## src/rtl/preg_fre_lst.sv

```systemverilog
// Physical-register free list for the rename stage: a 64-entry circular FIFO of
// free pdst indices with dual allocate, dual return and one head checkpoint.
module preg_fre_lst #(
    parameter int PREG_NUM  = 64,
    parameter int PREG_BITS = 6,
    parameter int ARCH_REGS = 16
) (
    input  logic                 clk,
    input  logic                 rst,
    input  logic [1:0]           alloc_req,
    output logic                 alloc_gnt,
    output logic [PREG_BITS-1:0] alloc_preg0,
    output logic [PREG_BITS-1:0] alloc_preg1,
    input  logic [PREG_BITS:0]   fre_preg0,
    input  logic [PREG_BITS:0]   fre_preg1,
    input  logic                 ckpt_save,
    input  logic                 flush,
    output logic [PREG_BITS:0]   fl_cnt,
    output logic                 fl_rdy,
    output logic                 fl_err
);

    localparam int CNT_BITS = PREG_BITS + 1;
    localparam int BASE_BITS = PREG_BITS + 2;
    localparam logic [BASE_BITS-1:0] FULL = BASE_BITS'(PREG_NUM);
    localparam logic [CNT_BITS-1:0] INIT_LAST = CNT_BITS'(PREG_NUM - ARCH_REGS - 1);

    typedef enum logic {INIT, RUN} state_t;

    state_t               state;
    logic [PREG_BITS-1:0] mem [PREG_NUM];
    logic [PREG_BITS-1:0] head;
    logic [PREG_BITS-1:0] tail;
    logic [PREG_BITS-1:0] ckpt;
    logic [CNT_BITS-1:0]  cnt;

    logic [1:0]           n_req;
    logic [1:0]           n_acc;
    logic                 acc0;
    logic                 acc1;
    logic                 drop;
    logic [BASE_BITS-1:0] base;
    logic [PREG_BITS-1:0] head_next;
    logic [CNT_BITS-1:0]  cnt_next;
    logic                 wr0_en;
    logic                 wr1_en;
    logic [PREG_BITS-1:0] wr0_addr;
    logic [PREG_BITS-1:0] wr1_addr;
    logic [PREG_BITS-1:0] wr0_data;
    logic                 init_act;

    always_comb begin
        n_req     = {1'b0, alloc_req[0]} + {1'b0, alloc_req[1]};
        alloc_gnt = (state == RUN) && (n_req != 2'd0) &&
                    (CNT_BITS'(n_req) <= cnt) && !flush;
        alloc_preg0 = mem[head];
        alloc_preg1 = mem[head + PREG_BITS'(alloc_req[0])];

        // Occupancy the frees are checked against: post-grant, or post-restore on flush.
        if (flush)
            base = BASE_BITS'(cnt) + BASE_BITS'(head - ckpt);
        else
            base = BASE_BITS'(cnt) - (alloc_gnt ? BASE_BITS'(n_req) : '0);

        acc0  = fre_preg0[PREG_BITS] && (base < FULL);
        acc1  = fre_preg1[PREG_BITS] && ((base + BASE_BITS'(acc0)) < FULL);
        drop  = (fre_preg0[PREG_BITS] && !acc0) || (fre_preg1[PREG_BITS] && !acc1);
        n_acc = {1'b0, acc0} + {1'b0, acc1};

        cnt_next  = CNT_BITS'(base + BASE_BITS'(n_acc));
        head_next = flush ? ckpt : head + (alloc_gnt ? PREG_BITS'(n_req) : '0);

        init_act = fre_preg0[PREG_BITS] || fre_preg1[PREG_BITS] ||
                   (alloc_req != 2'b00) || flush;

        wr0_en   = '0;
        wr1_en   = '0;
        wr0_addr = tail;
        wr1_addr = tail + PREG_BITS'(acc0);
        wr0_data = fre_preg0[PREG_BITS-1:0];
        if (!rst) begin
            if (state == INIT) begin
                wr0_en   = 1'b1;
                wr0_data = PREG_BITS'(ARCH_REGS) + tail;
            end else begin
                wr0_en = acc0;
                wr1_en = acc1;
            end
        end
    end

    assign fl_cnt = cnt;

    always_ff @(posedge clk) begin
        if (wr0_en)
            mem[wr0_addr] <= wr0_data;
        if (wr1_en)
            mem[wr1_addr] <= fre_preg1[PREG_BITS-1:0];
    end

    always_ff @(posedge clk) begin
        if (rst) begin
            state  <= INIT;
            head   <= '0;
            tail   <= '0;
            ckpt   <= '0;
            cnt    <= '0;
            fl_rdy <= 1'b0;
            fl_err <= 1'b0;
        end else begin
            case (state)
                INIT: begin
                    tail <= tail + 1'b1;
                    cnt  <= cnt + 1'b1;
                    if (cnt == INIT_LAST) begin
                        state  <= RUN;
                        fl_rdy <= 1'b1;
                    end
                    if (init_act)
                        fl_err <= 1'b1;
                end
                RUN: begin
                    head <= head_next;
                    tail <= tail + PREG_BITS'(n_acc);
                    cnt  <= cnt_next;
                    if (ckpt_save && !flush)
                        ckpt <= head_next;
                    if (drop)
                        fl_err <= 1'b1;
                end
                default: state <= INIT;
            endcase
        end
    end

endmodule
```

## config.mk

```make
export PLATFORM = sky130hd
export DESIGN_NAME = preg_fre_lst
export DESIGN_NICKNAME = d
export VERILOG_FILES = /design/src/rtl/preg_fre_lst.sv
export SDC_FILE = /design/constraint.sdc
export NUM_CORES = 1
export LEC_CHECK = 0
export CORE_MARGIN = 10
export CORE_UTILIZATION = 36
export CTS_CLUSTER_SIZE = 10
export DETAILED_ROUTE_END_ITERATION = 6
export PLACE_DENSITY = 0.59
export SYNTH_ARGS = -nofsm -noshare
export SYNTH_HDL_FRONTEND = slang
export SYNTH_SLANG_ARGS = --single-unit
export TNS_END_PERCENT = 100
```

## constraint.sdc

```tcl
create_clock -name clk -period 7.2 [get_ports clk]
set_clock_uncertainty 0.05 [all_clocks]
set_input_delay 0.72 -clock clk [delete_from_list [all_inputs] [get_ports clk]]
set_output_delay 0.72 -clock clk [all_outputs]
set_load 0.02 [all_outputs]
```

==> qor.log <==
[outcome] run status complete, no violations
[clock_tree] clock transition time at the flip-flop clock pins of the worst setup and hold paths 0.06 ns
[clock_tree] clock latency on the worst-skew pair 0.61 ns
[global_routing] vias in the first global route 17,283
[detailed_routing] starting DRC count in detailed routing 1,754
[timing] Final Max Tran Viols 0
[clock_tree] Resized Gates After CTS 0
[power] IR Drop Worst-Case VDD 0.000220 V
[final_layout] Syn-to-layout area delta 11.5%
[clock_tree] clock sink total 418
[clock_tree] H-tree levels 2
[global_routing] remaining global-route overflow 0
[floorplan] die boundary width 295 um
[clock_tree] CTS Buf Count 49
[worst_setup_path] data arrival time of the critical path 6.79 ns
[worst_setup_path] start-to-end type of the worst setup path input port to flop
[worst_setup_path] top fanout value on the critical path 7
[synth] EDFF count, synth 384
[synth] syn_area_per_cell 15.6 um^2
[synth] count of unique library cells instantiated by Yosys 67
[timing] fin crit period 6.62 ns
[final_layout] FILL cells 6,679
[place] weighted congestion reported at the end of routability-driven placement 0.887
[synth] Yosys reg bits 418
[global_routing] global-route wire length before repair 125,000 um
[timing] number of setup violations in the final report 0
[synth] share of synthesized registers carrying an async set or reset 0%
[place] setup slack after placement -0.130 ns
[timing] Hold Slack 0.428 ns
[place] input/output buffers 41
[synth] complex-gate fraction of the synthesized area 4.10%
[clock_tree] cts hold-fix bufs 0
[synth] fraction of the mapped netlist area in simple logic gates 8.45%
[timing] Final TNS setup 0 ns
[worst_setup_path] Critical Path Slowest Stage Cell sky130_fd_sc_hd__o21ai_0
[synth] Post-synth top flop sky130_fd_sc_hd__edfxtp_1
[final_layout] most common library cell in the layout ignoring fill and taps sky130_fd_sc_hd__edfxtp_1
[worst_setup_path] critical path data required time 7.38 ns
[global_routing] initial antenna violation count 2
[timing] ratio of final minimum period to clock period 91.9%
[synth] Yosys warning count 0
[floorplan] IO Count 42
[synth] synthesized-area fraction occupied by adder cells 1.97%
[global_routing] GRT Total Usage 19.5%
[synth] gate count of the mapped netlist 1,748
[final_layout] commonest non-fill, non-tap cells in the layout 384 x sky130_fd_sc_hd__edfxtp_1, 367 x sky130_fd_sc_hd__mux2_2, 240 x sky130_fd_sc_hd__mux4_2, 94 x sky130_fd_sc_hd__buf_4, 70 x sky130_fd_sc_hd__o21ai_0
[floorplan] initial standard-cell utilization of the core 36.5%
[clock_tree] TritonCTS clock tree done
[synth] multiplexer share of the synthesized area 36.3%
[detailed_routing] vias after detailed routing 17,242
[timing] Fmax achieved 151 MHz
[worst_hold_path] Hold Crit Class flop to flop
[worst_setup_path] nature of the critical path endpoint flop
[clock_tree] number of setup buffers added after CTS 0
[clock_tree] cell chosen for the clock root sky130_fd_sc_hd__clkbuf_16
[final_layout] Final Net Count 1,825
[detailed_routing] DR pass1 iterations 5
[clock_tree] maximum buffer depth of the clock tree 3
[timing] Slew HR 19.1%
[worst_setup_path] type of origin of the critical path input port
[timing] smallest setup slack after layout 0.582 ns
[synth] main combinational cell family by area after synthesis multiplexers
[synth] syn nets 1,808
[timing] Final Hold Violating Endpoints 0
[worst_setup_path] most frequent CP cell sky130_fd_sc_hd__ha_1
[floorplan] core footprint 74,700 um^2
[synth] post-synth design cell area 27,300 um^2
[detailed_routing] DRC violations left 0
[power] Leak 9.55 nW
[place] HPWL after detailed placement 55,900 um
[floorplan] die area 87,100 um^2
[detailed_routing] antenna-violating nets left 0
[timing] Least-Margin Pin Slew 1.20 ns
[floorplan] chip height 295 um
[detailed_routing] routed wire length 84,800 um
[power] Design Power 5.50 mW
[worst_setup_path] largest stage delay on the critical path 0.51 ns
[synth] xor/xnor share of the synthesized area 0.932%
[power] power per unit of standard cell area 181 nW/um^2
[synth] register area share after synthesis 44.8%
[timing] unrepaired setup endpoints after global routing false
[global_routing] largest net degree at the start of global routing 72
[run] max capacitance violation total 0
[detailed_routing] Vias/cell 6.24
[detailed_routing] average wire per cell in the routed design 30.7 um
[final_layout] share of layout cells above drive strength 1 49.0%
[floorplan] Site Rows 100
-- state kept, by name (all words and copies together), names as in the netlist, named ones only --
| register | count |
|---|---|
| fl_err | 1 |
| fl_rdy | 1 |
| tail | 6 |
| state | 1 |
| fl_cnt | 7 |
| head | 6 |
| ckpt | 6 |
| mem | 384 |
-- cell families after synthesis --
kind of cell,Yosys count
AND/OR/NAND/NOR,242
flip-flops,418
AO/OA/AOI/OAI,173
buffers and inverters,210
multiplexers,636
XOR/XNOR,29
adder cells (fa/ha/maj),40
-- area by class of cell --
| cell class | instances | area, um^2 | share of cell area, % |
|---|---|---|---|
| Multi-Input combinational cell | 1120 | 14200 | 46.6 |
| Sequential cell | 418 | 12200 | 40.2 |
| Clock buffer | 76 | 1360 | 4.47 |
| Timing Repair Buffer | 144 | 1300 | 4.26 |
| Tap cell | 969 | 1210 | 3.99 |
| Inverter | 32 | 120 | 0.395 |
| Clock inverter | 3 | 21.3 | 0.0700 |
| Antenna cell | 1 | 2.50 | 0.00823 |
-- per-layer routing --
| metal | GRT usage, % | wire [um] | share of wire [%] | up-vias |
|---|---|---|---|---|
| met5 | 0 | 27 | 0.032 | - |
| met4 | 6.67 | 2840 | 3.3 | 4 |
| met3 | 3.11 | 6240 | 7.4 | 146 |
| met2 | 31.5 | 40500 | 48 | 767 |
| met1 | 26.3 | 35200 | 41 | 9148 |
| li1 | - | - | - | 7177 |
-- critical path: cells and delay by family --
family | cells | cell delay [ns]
XOR/XNOR | 1 | 0.09
adder cells (fa/ha/maj) | 6 | 1.60
AO/OA/AOI/OAI | 8 | 1.96
AND/OR/NAND/NOR | 8 | 1.74
buffers and inverters | 3 | 0.69
-- synthesized netlist by cell type, types with 19 or more instances --
library cell                 n  area (um^2)
sky130_fd_sc_hd__mux4_2    240         5410
sky130_fd_sc_hd__a21oi_1    19         95.1
sky130_fd_sc_hd__inv_1      32          120
sky130_fd_sc_hd__nand3_1    22          110
sky130_fd_sc_hd__nand2_1    38          143
sky130_fd_sc_hd__nor2_1     46          173
sky130_fd_sc_hd__ha_1       35          438
sky130_fd_sc_hd__edfxtp_1  384        11500
sky130_fd_sc_hd__a22oi_1    30          225
sky130_fd_sc_hd__o21ai_0    70          350
sky130_fd_sc_hd__nand4_4    60         1280
sky130_fd_sc_hd__buf_2      20          100
sky130_fd_sc_hd__clkbuf_1  118          443
sky130_fd_sc_hd__dfxtp_1    34          681
sky130_fd_sc_hd__mux2_2    368         4140
-- path summary, 6_finish.rpt --
| path | from | to | slack, ns | depth (start not counted) |
|---|---|---|---|---|
| worst max-delay path | alloc_req[0] | mem[62][1]$_DFFE_PP_ | 0.58 | 26 |
| worst max register to register | fl_cnt[1]$_SDFF_PP0_ | mem[62][1]$_DFFE_PP_ | 0.78 | 25 |
| worst min register to register | ckpt[1]$_SDFFE_PP0P_ | ckpt[1]$_SDFFE_PP0P_ | 0.43 | 2 |
| worst min-delay path | ckpt[1]$_SDFFE_PP0P_ | ckpt[1]$_SDFFE_PP0P_ | 0.43 | 2 |
-- stage by stage --
| stage | util (%) | cells | instance area (um^2) |
|---|---|---|---|
| 2_1_floorplan | - | 1748 | 27300 |
| 6_report | 40.7 | 2763 | 30400 |
| 4_1_cts | 40.7 | 2760 | 30400 |
| 3_3_place_gp | 38.8 | 2681 | 29000 |
| 3_5_place_dp | 38.8 | 2681 | 29000 |
| 5_1_grt | 40.7 | 2762 | 30400 |
-- report_power, final --
| group | switching [mW] | internal (mW) |
|---|---|---|
| clock | 1.01 | 1.28 |
| sequential | 0.0153 | 2.68 |
| combinational | 0.298 | 0.222 |
| total | 1.32 | 4.18 |
Power figures use the tool's default switching activity.
